--- src/rtl/key_event_queue.sv ---
// Key event queue: scans debounced key levels one index per cycle and turns
// level changes into press/release events held in a first-word-fall-through FIFO.
module key_event_queue #(
  parameter int KEYS  = 61,
  parameter int DEPTH = 16,
  localparam int CODE_W = $clog2(KEYS),
  localparam int ADDR_W = $clog2(DEPTH),
  localparam int CNT_W  = ADDR_W + 1
) (
  input  logic              clk_i,
  input  logic              rst_i,
  input  logic [KEYS-1:0]   keys_i,
  output logic              evt_valid_o,
  input  logic              evt_ready_i,
  output logic [CODE_W-1:0] evt_code_o,
  output logic              evt_press_o,
  output logic [CNT_W-1:0]  fifo_count_o,
  output logic              pending_o
);

  logic [KEYS-1:0]   tracked_reg, tracked_next;
  logic [CODE_W-1:0] scan_reg, scan_next;
  logic [ADDR_W-1:0] wr_ptr_reg, rd_ptr_reg;
  logic [CNT_W-1:0]  count_reg, count_next;
  logic [CODE_W:0]   mem [DEPTH];

  logic key_level;
  logic fifo_full;
  logic fifo_empty;
  logic push;
  logic pop;

  // Full is judged on the registered count, so a same-cycle pop never frees a slot early.
  assign key_level  = keys_i[scan_reg];
  assign fifo_full  = (count_reg == CNT_W'(DEPTH));
  assign fifo_empty = (count_reg == '0);
  assign push       = (key_level != tracked_reg[scan_reg]) && !fifo_full;
  assign pop        = !fifo_empty && evt_ready_i;

  generate
    for (genvar gi = 0; gi < KEYS; gi++) begin : g_track
      assign tracked_next[gi] = (push && (scan_reg == CODE_W'(gi))) ? keys_i[gi]
                                                                   : tracked_reg[gi];
    end
  endgenerate

  always_comb begin
    scan_next  = (scan_reg == CODE_W'(KEYS - 1)) ? '0 : scan_reg + CODE_W'(1);
    count_next = count_reg + CNT_W'(push) - CNT_W'(pop);
  end

  always_ff @(posedge clk_i) begin
    if (rst_i) begin
      tracked_reg <= keys_i;
      scan_reg    <= '0;
      wr_ptr_reg  <= '0;
      rd_ptr_reg  <= '0;
      count_reg   <= '0;
    end else begin
      tracked_reg <= tracked_next;
      scan_reg    <= scan_next;
      count_reg   <= count_next;
      if (push) begin
        wr_ptr_reg <= wr_ptr_reg + ADDR_W'(1);
      end
      if (pop) begin
        rd_ptr_reg <= rd_ptr_reg + ADDR_W'(1);
      end
    end
  end

  // Storage is left uncleared on reset; the pointers alone define what is valid.
  always_ff @(posedge clk_i) begin
    if (push && !rst_i) begin
      mem[wr_ptr_reg] <= {scan_reg, key_level};
    end
  end

  // Asynchronous read of the head entry gives first-word-fall-through behaviour.
  assign {evt_code_o, evt_press_o} = mem[rd_ptr_reg];
  assign evt_valid_o  = !fifo_empty;
  assign fifo_count_o = count_reg;
  assign pending_o    = |(keys_i ^ tracked_reg);

endmodule

--- config.mk ---
export PLATFORM = sky130hd
export DESIGN_NAME = key_event_queue
export DESIGN_NICKNAME = d
export VERILOG_FILES = /design/src/rtl/key_event_queue.sv
export SDC_FILE = /design/constraint.sdc
export NUM_CORES = 1
export LEC_CHECK = 0
export BUFFER_PORTS_ARGS = -buffer_cell sky130_fd_sc_hd__buf_2
export CORE_MARGIN = 2
export CORE_UTILIZATION = 35
export DETAILED_ROUTE_END_ITERATION = 8
export PLACE_DENSITY_LB_ADDON = 0.25
export SETUP_SLACK_MARGIN = 0.3
export SLEW_MARGIN = 20
export SYNTH_ARGS = -nofsm -noshare
export SYNTH_HDL_FRONTEND = slang
export SYNTH_SLANG_ARGS = --single-unit
--- constraint.sdc ---
create_clock -name clk_i -period 5.8 [get_ports clk_i]
set_clock_uncertainty 0.1 [all_clocks]
set_input_delay 1.16 -clock clk_i [delete_from_list [all_inputs] [get_ports clk_i]]
set_output_delay 1.16 -clock clk_i [all_outputs]
set_load 0.02 [all_outputs]
Word level (Yosys, flattened, before mapping)
Memories as Yosys holds them, arrays and structs flattened. A register that Yosys moved wholly into a read port is not among the register bits.
Cells that the tools add are included.
{"block": "totals", "regBits": 80, "memories": 1, "wordCells": 337, "ram_bits": 112, "out_inout_bits": 14}
{"name": "mem", "depth": 16, "width": 7, "rd": 1, "rd_ports_with_merged_regs": 1, "wr": 1, "line": "25", "source": "logic [CODE_W:0] mem [DEPTH];"}
{"block": "classes", "order_cmp": 1, "n_eq_ne": 62, "n_reduce_logical": 132, "mux": 70, "n_addsub": 5, "bitwise": 1}
{"cell": "6-bit equality test, second input constant", "count": 29}
{"cell": "2-bit nonzero test", "count": 61}
{"cell": "6-bit by 5-bit equality test with 1-bit output, second input constant", "count": 16}
{"cell": "1-bit two-way mux", "count": 65}
{"cell": "1-bit logical AND", "count": 64}
{"cell": "61-bit two-way mux", "count": 1}
{"cell": "61-bit OR reduction", "count": 1}
{"cell": "61-bit bitwise XOR", "count": 1}
{"cell": "6-bit by 4-bit equality test with 1-bit output, second input constant", "count": 8}
{"cell": "6-bit by 3-bit equality test with 1-bit output, second input constant", "count": 4}
{"cell": "1-bit binary-select mux with 6-bit select", "count": 2}
{"cell": "6-bit by 2-bit equality test with 1-bit output, second input constant", "count": 2}
{"cell": "4-bit by 1-bit adder with 4-bit output, second input constant", "count": 2}
{"cell": "4-bit two-way mux", "count": 2}
{"cell": "6-bit by 7-bit < comparator with 1-bit output, second input constant", "count": 1}
{"cell": "6-bit by 1-bit adder with 6-bit output, second input constant", "count": 1}
{"cell": "6-bit by 1-bit equality test with 1-bit output, second input constant", "count": 1}
{"cell": "6-bit zero test", "count": 1}
{"cell": "5-bit by 1-bit adder with 5-bit output", "count": 1}
{"cell": "5-bit equality test, second input constant", "count": 1}
{"cell": "5-bit zero test", "count": 1}
{"cell": "5-bit by 1-bit subtractor with 5-bit output", "count": 1}
{"cell": "1-bit zero test", "count": 3}
{"cell": "2-bit OR reduction", "count": 1}
{"cell": "1-bit != test", "count": 1}

Depth between registers and ports, before layout
{"block": "logic_depth", "word_depth": 7, "ltp_mapped": 19, "mapped_depth_nobuf": 15}

Worst setup path before layout
Ideal clock, no wire load.
{"block": "synth_path", "kind": "input to register", "start": "input keys_i[52]", "end": "register count_reg[4] (netlist: fifo_count_o[4])", "path_buffers": 1, "setup_time_ns": 0.071, "stages": 15, "t_arrival_ns": 4.420, "path_slack_ns": 1.210, "path_cell_list": "mux2_2 -> a2111oi_2 -> o211ai_1 -> or3b_1 -> mux2i_2 -> buf_4 -> inv_1 -> ha_1 -> inv_1 -> ha_1 -> fa_1 -> a21oi_1 -> nor2_1 -> or3_1 -> a21oi_1"}
{"block": "synth_via", "elab_chain_len": 6}
{"item": "start: declaration", "line": "12", "source": "input logic [KEYS-1:0] keys_i,"}
{"item": "1-bit binary-select mux with 6-bit select", "line": "34", "source": "assign key_level = keys_i[scan_reg];"}
{"item": "1-bit two-way mux (not written as such)", "line": "34"}
{"item": "1-bit != test", "line": "37", "source": "assign push = (key_level != tracked_reg[scan_reg]) && !fifo_full;"}
{"item": "1-bit logical AND", "line": "37"}
{"item": "5-bit by 1-bit adder with 5-bit output", "line": "49", "source": "count_next = count_reg + CNT_W'(push) - CNT_W'(pop);"}
{"item": "5-bit by 1-bit subtractor with 5-bit output", "line": "49"}
{"item": "end signal: assignment", "line": "62", "source": "count_reg <= count_next;"}
{"item": "end: declaration", "line": "24", "source": "logic [CNT_W-1:0] count_reg, count_next;"}
No other way between the ends. The select of a mux whose other input is x is not followed.
A chain may end at the register's enable or synchronous reset.

Final worst setup path
{"block": "layout_path", "start": "register scan_reg[3]", "end": "register count_reg[4] (netlist: fifo_count_o[4])"}
{"block": "layout_via", "elab_chain_len": 6}
{"item": "start: declaration", "line": "22", "source": "logic [CODE_W-1:0] scan_reg, scan_next;"}
{"item": "start signal: assignment", "line": "61", "source": "scan_reg <= scan_next;"}
{"item": "1-bit binary-select mux with 6-bit select (on tied branches)", "line": "34, 37"}
{"item": "1-bit two-way mux (on tied branches)", "line": "34, 37"}
{"item": "1-bit != test (*)", "line": "37"}
{"item": "1-bit logical AND (*)", "line": "37"}
{"item": "5-bit by 1-bit adder with 5-bit output (*)", "line": "49"}
{"item": "5-bit by 1-bit subtractor with 5-bit output (*)", "line": "49"}
Mark *: on every way between the ends. The rest lies on a longest branch, timed or not. The select of a mux whose other input is x is not followed.

==> reports/metrics.yaml <==
ir_drop_mv: 0.1551
maxSlewViolCount: 0
num_rows: 60
switchingPower_mw: 1.170
ys_seq_elements: 196
rsz0062_at_grt: "false"
slew_headroom_pct: 46.34
track_usage_pct: 18.20
cts.path.max_buffers: 2
cp_top_family: "compound AO/OA/AOI/OAI gates"
required_ns: 6.06
die_h_um: 170.2
async_flop_share_pct: 0
clockRootBuffer: "clkbuf_16"
cts.sinks: 196
seq_power_share_pct: 46.3
io_buffers: 77
yosysUniqueCellTypes: 49
die-area_sq_um: 28970
cts_tree: "done"
worstMarginPinSlew_ns: 0.8020
critPathKind: "reg -> reg"
fin_nets: 817
cp-start-kind: "flip-flop"
fin_crit_sh_pct: 79.13
yosysWarnings: 0
cellPowerDensity_nw_per_um2: 342.4
cts.clk_slew.worst_paths_ns: 0.08
ios: 78
path_max_fanout: 13
h-tree-depth: 4
max_freq_ghz: 0.2179
wire_per_inst_um: 23.12
min_path_type: "reg -> reg"
worstSkewPairLatency_ns: 0.45
yosysTopAreaCellShare_pct: 53.73
core-area_sq_um: 27030
vias_per_cell: 5.522
crit_path_cell_trace: "buf_4, mux4_2, nand2_1, nand2_1, a221o_1, a311oi_2, mux2i_2, inv_1, ha_1, inv_1, ha_1, fa_1, a21oi_1, nor2_1, or3_1, a21oi_1"
post-cts-setup-buffers: 0
setup_viol: 0
dpl.hpwl_mm: 17.99
cp-end-kind: "flip-flop"
fin_cells: 1091
status: "finished, final reports clean"
syn_area_sq_um: 9669
synth_most_common_cell: "edfxtp_1"
grt_pass1_vias: 6372
synth_common_cells: "173 x edfxtp_1, 61 x o21bai_1, 47 x mux4_2, 47 x xnor2_1"
ys.flop_type: "edfxtp_1"
netlist_instances: 665
n_antenna_cell: 0
dr.pass1.iters: 6
synth_edf_count: 173
start_util_pct: 35.78
hold_viol_final: 0
hold_buffers: 0
path_buf_inv: 3
num_vias: 6024
drt_iter0_markers: 582
cp.arrival_ns: 4.85
place_inst: 1059
gr-total-overflow: 0
swShare_pct: 30.96
antenna_found_initial: 0
largest_register_ffs: 112
area_delta_synth_final_pct: 14.18
grt_pass1_wl_mm: 38.72
cts_buffers: 17
drv_cap: 0
combinationalPowerShare_pct: 21.3
clkPwrFrac_pct: 32.5
synth_top_cells_by_area: "edfxtp_1 54%, mux4_2 11%, dfxtp_1 4.8%"
ctsResizeCount: 0
die_w_um: 170.2
p_int_mw: 2.610
tns_ns: 0
slowest_stage: "dfxtp_1"
grt_max_degree: 45
remaining_drc_errors: 0
drtAntennaViolNets: 0
gp_congestion: 0.9234
layout-drive-gt1-share_pct: 24.80
fin_crit_ns: 4.590
seq_area_frac_synth_pct: 58.49
cpPeakStageDelay_ns: 0.78
avgSynthCellArea_sq_um: 14.54
wl_mm: 25.22
post-synth-top-area-cell: "edfxtp_1"
p_leak_nw: 3.608
syn_nets: 745
==> worst min-delay path, stage by stage (launching register included) <==
cell	delay [ns]
dfxtp_1	0.33
xor2_1	0.07
nor2_1	0.10
==> path summary, 6_finish.rpt <==
kind / from / endpoint / slack [ns] / depth (start not counted)
worst min register to register: rd_ptr_reg[3] / rd_ptr_reg[3] / 0.44 / 2
worst max-delay path: scan_reg[3] / fifo_count_o[4] / 1.21 / 16
worst max register to register: scan_reg[3] / fifo_count_o[4] / 1.21 / 16
worst min-delay path: rd_ptr_reg[3] / rd_ptr_reg[3] / 0.44 / 2
==> per-stage QoR <==
stage          hold slack [ns]  util [%]  setup slack, ns  area [sq um]  power, mW
6_report                0.4409     40.85            1.210         11040      3.781
4_1_cts                 0.4467     40.84            1.245         11040      3.817
3_5_place_dp            0.4230     38.54            1.002         10420      2.596
5_1_grt                 0.4812     40.85           0.9857         11040      3.962
3_3_place_gp            0.4128     38.54            1.145         10420      2.576
2_1_floorplan           0.3847         -            1.210          9669      2.329
==> final cells by class <==
| type | instances | area (sq um) |
|---|---|---|
| timing repair buffer | 94 | 525.5 |
| clock inverter | 15 | 196.4 |
| tap | 341 | 426.7 |
| multi-input combinational | 415 | 3755 |
| sequential | 196 | 5663 |
| inverter | 13 | 48.80 |
| clock buffer | 17 | 425.4 |
| fill | 2498 | 15990 |
==> kinds of logic after synthesis <==
group | share of synthesized area (%)
flops | 58.49
xor+xnor | 6.522
compound gates | 7.660
simple gates | 7.233
mux | 15.27
buf+inv | 2.678
fa+ha+maj | 2.148
==> metal layers <==
| metal | wire (um) | vias up | global-route usage, % |
|---|---|---|---|
| met5 | 0 | - | 0 |
| li1 | - | 2699 | - |
| met3 | 1425 | 46 | 3.977 |
| met4 | 824 | 0 | 6.986 |
| met2 | 12200 | 216 | 29.82 |
| met1 | 10770 | 3063 | 23.66 |
==> power by group through the flow <==
stage	Clock [mW]	Combinational, mW	Sequential [mW]
after floorplan	0	0.606	1.72
after global placement	0	0.796	1.78
after detailed placement	0	0.808	1.79
after CTS	1.25	0.811	1.76
after global routing	1.32	0.876	1.77
final	1.23	0.804	1.75
==> placed cells by master, fill, tap and decap left out, types with 5 or more instances in the layout <==
cell type / instances
nor2_1: 37
a22oi_1: 8
mux4_2: 47
a21oi_1: 6
xnor2_1: 47
ha_1: 15
clkinv_8: 5
nand2_1: 35
xor2_1: 25
nor2b_1: 8
dfxtp_1: 21
mux2i_1: 37
clkbuf_16: 17
nand3b_1: 6
o21bai_1: 61
edfxtp_1: 173
buf_2: 77
nor4_1: 9
nand4_1: 15
nand3_1: 12
buf_4: 16
inv_1: 13
nor3_1: 5
(Power assumes the default switching activity.)
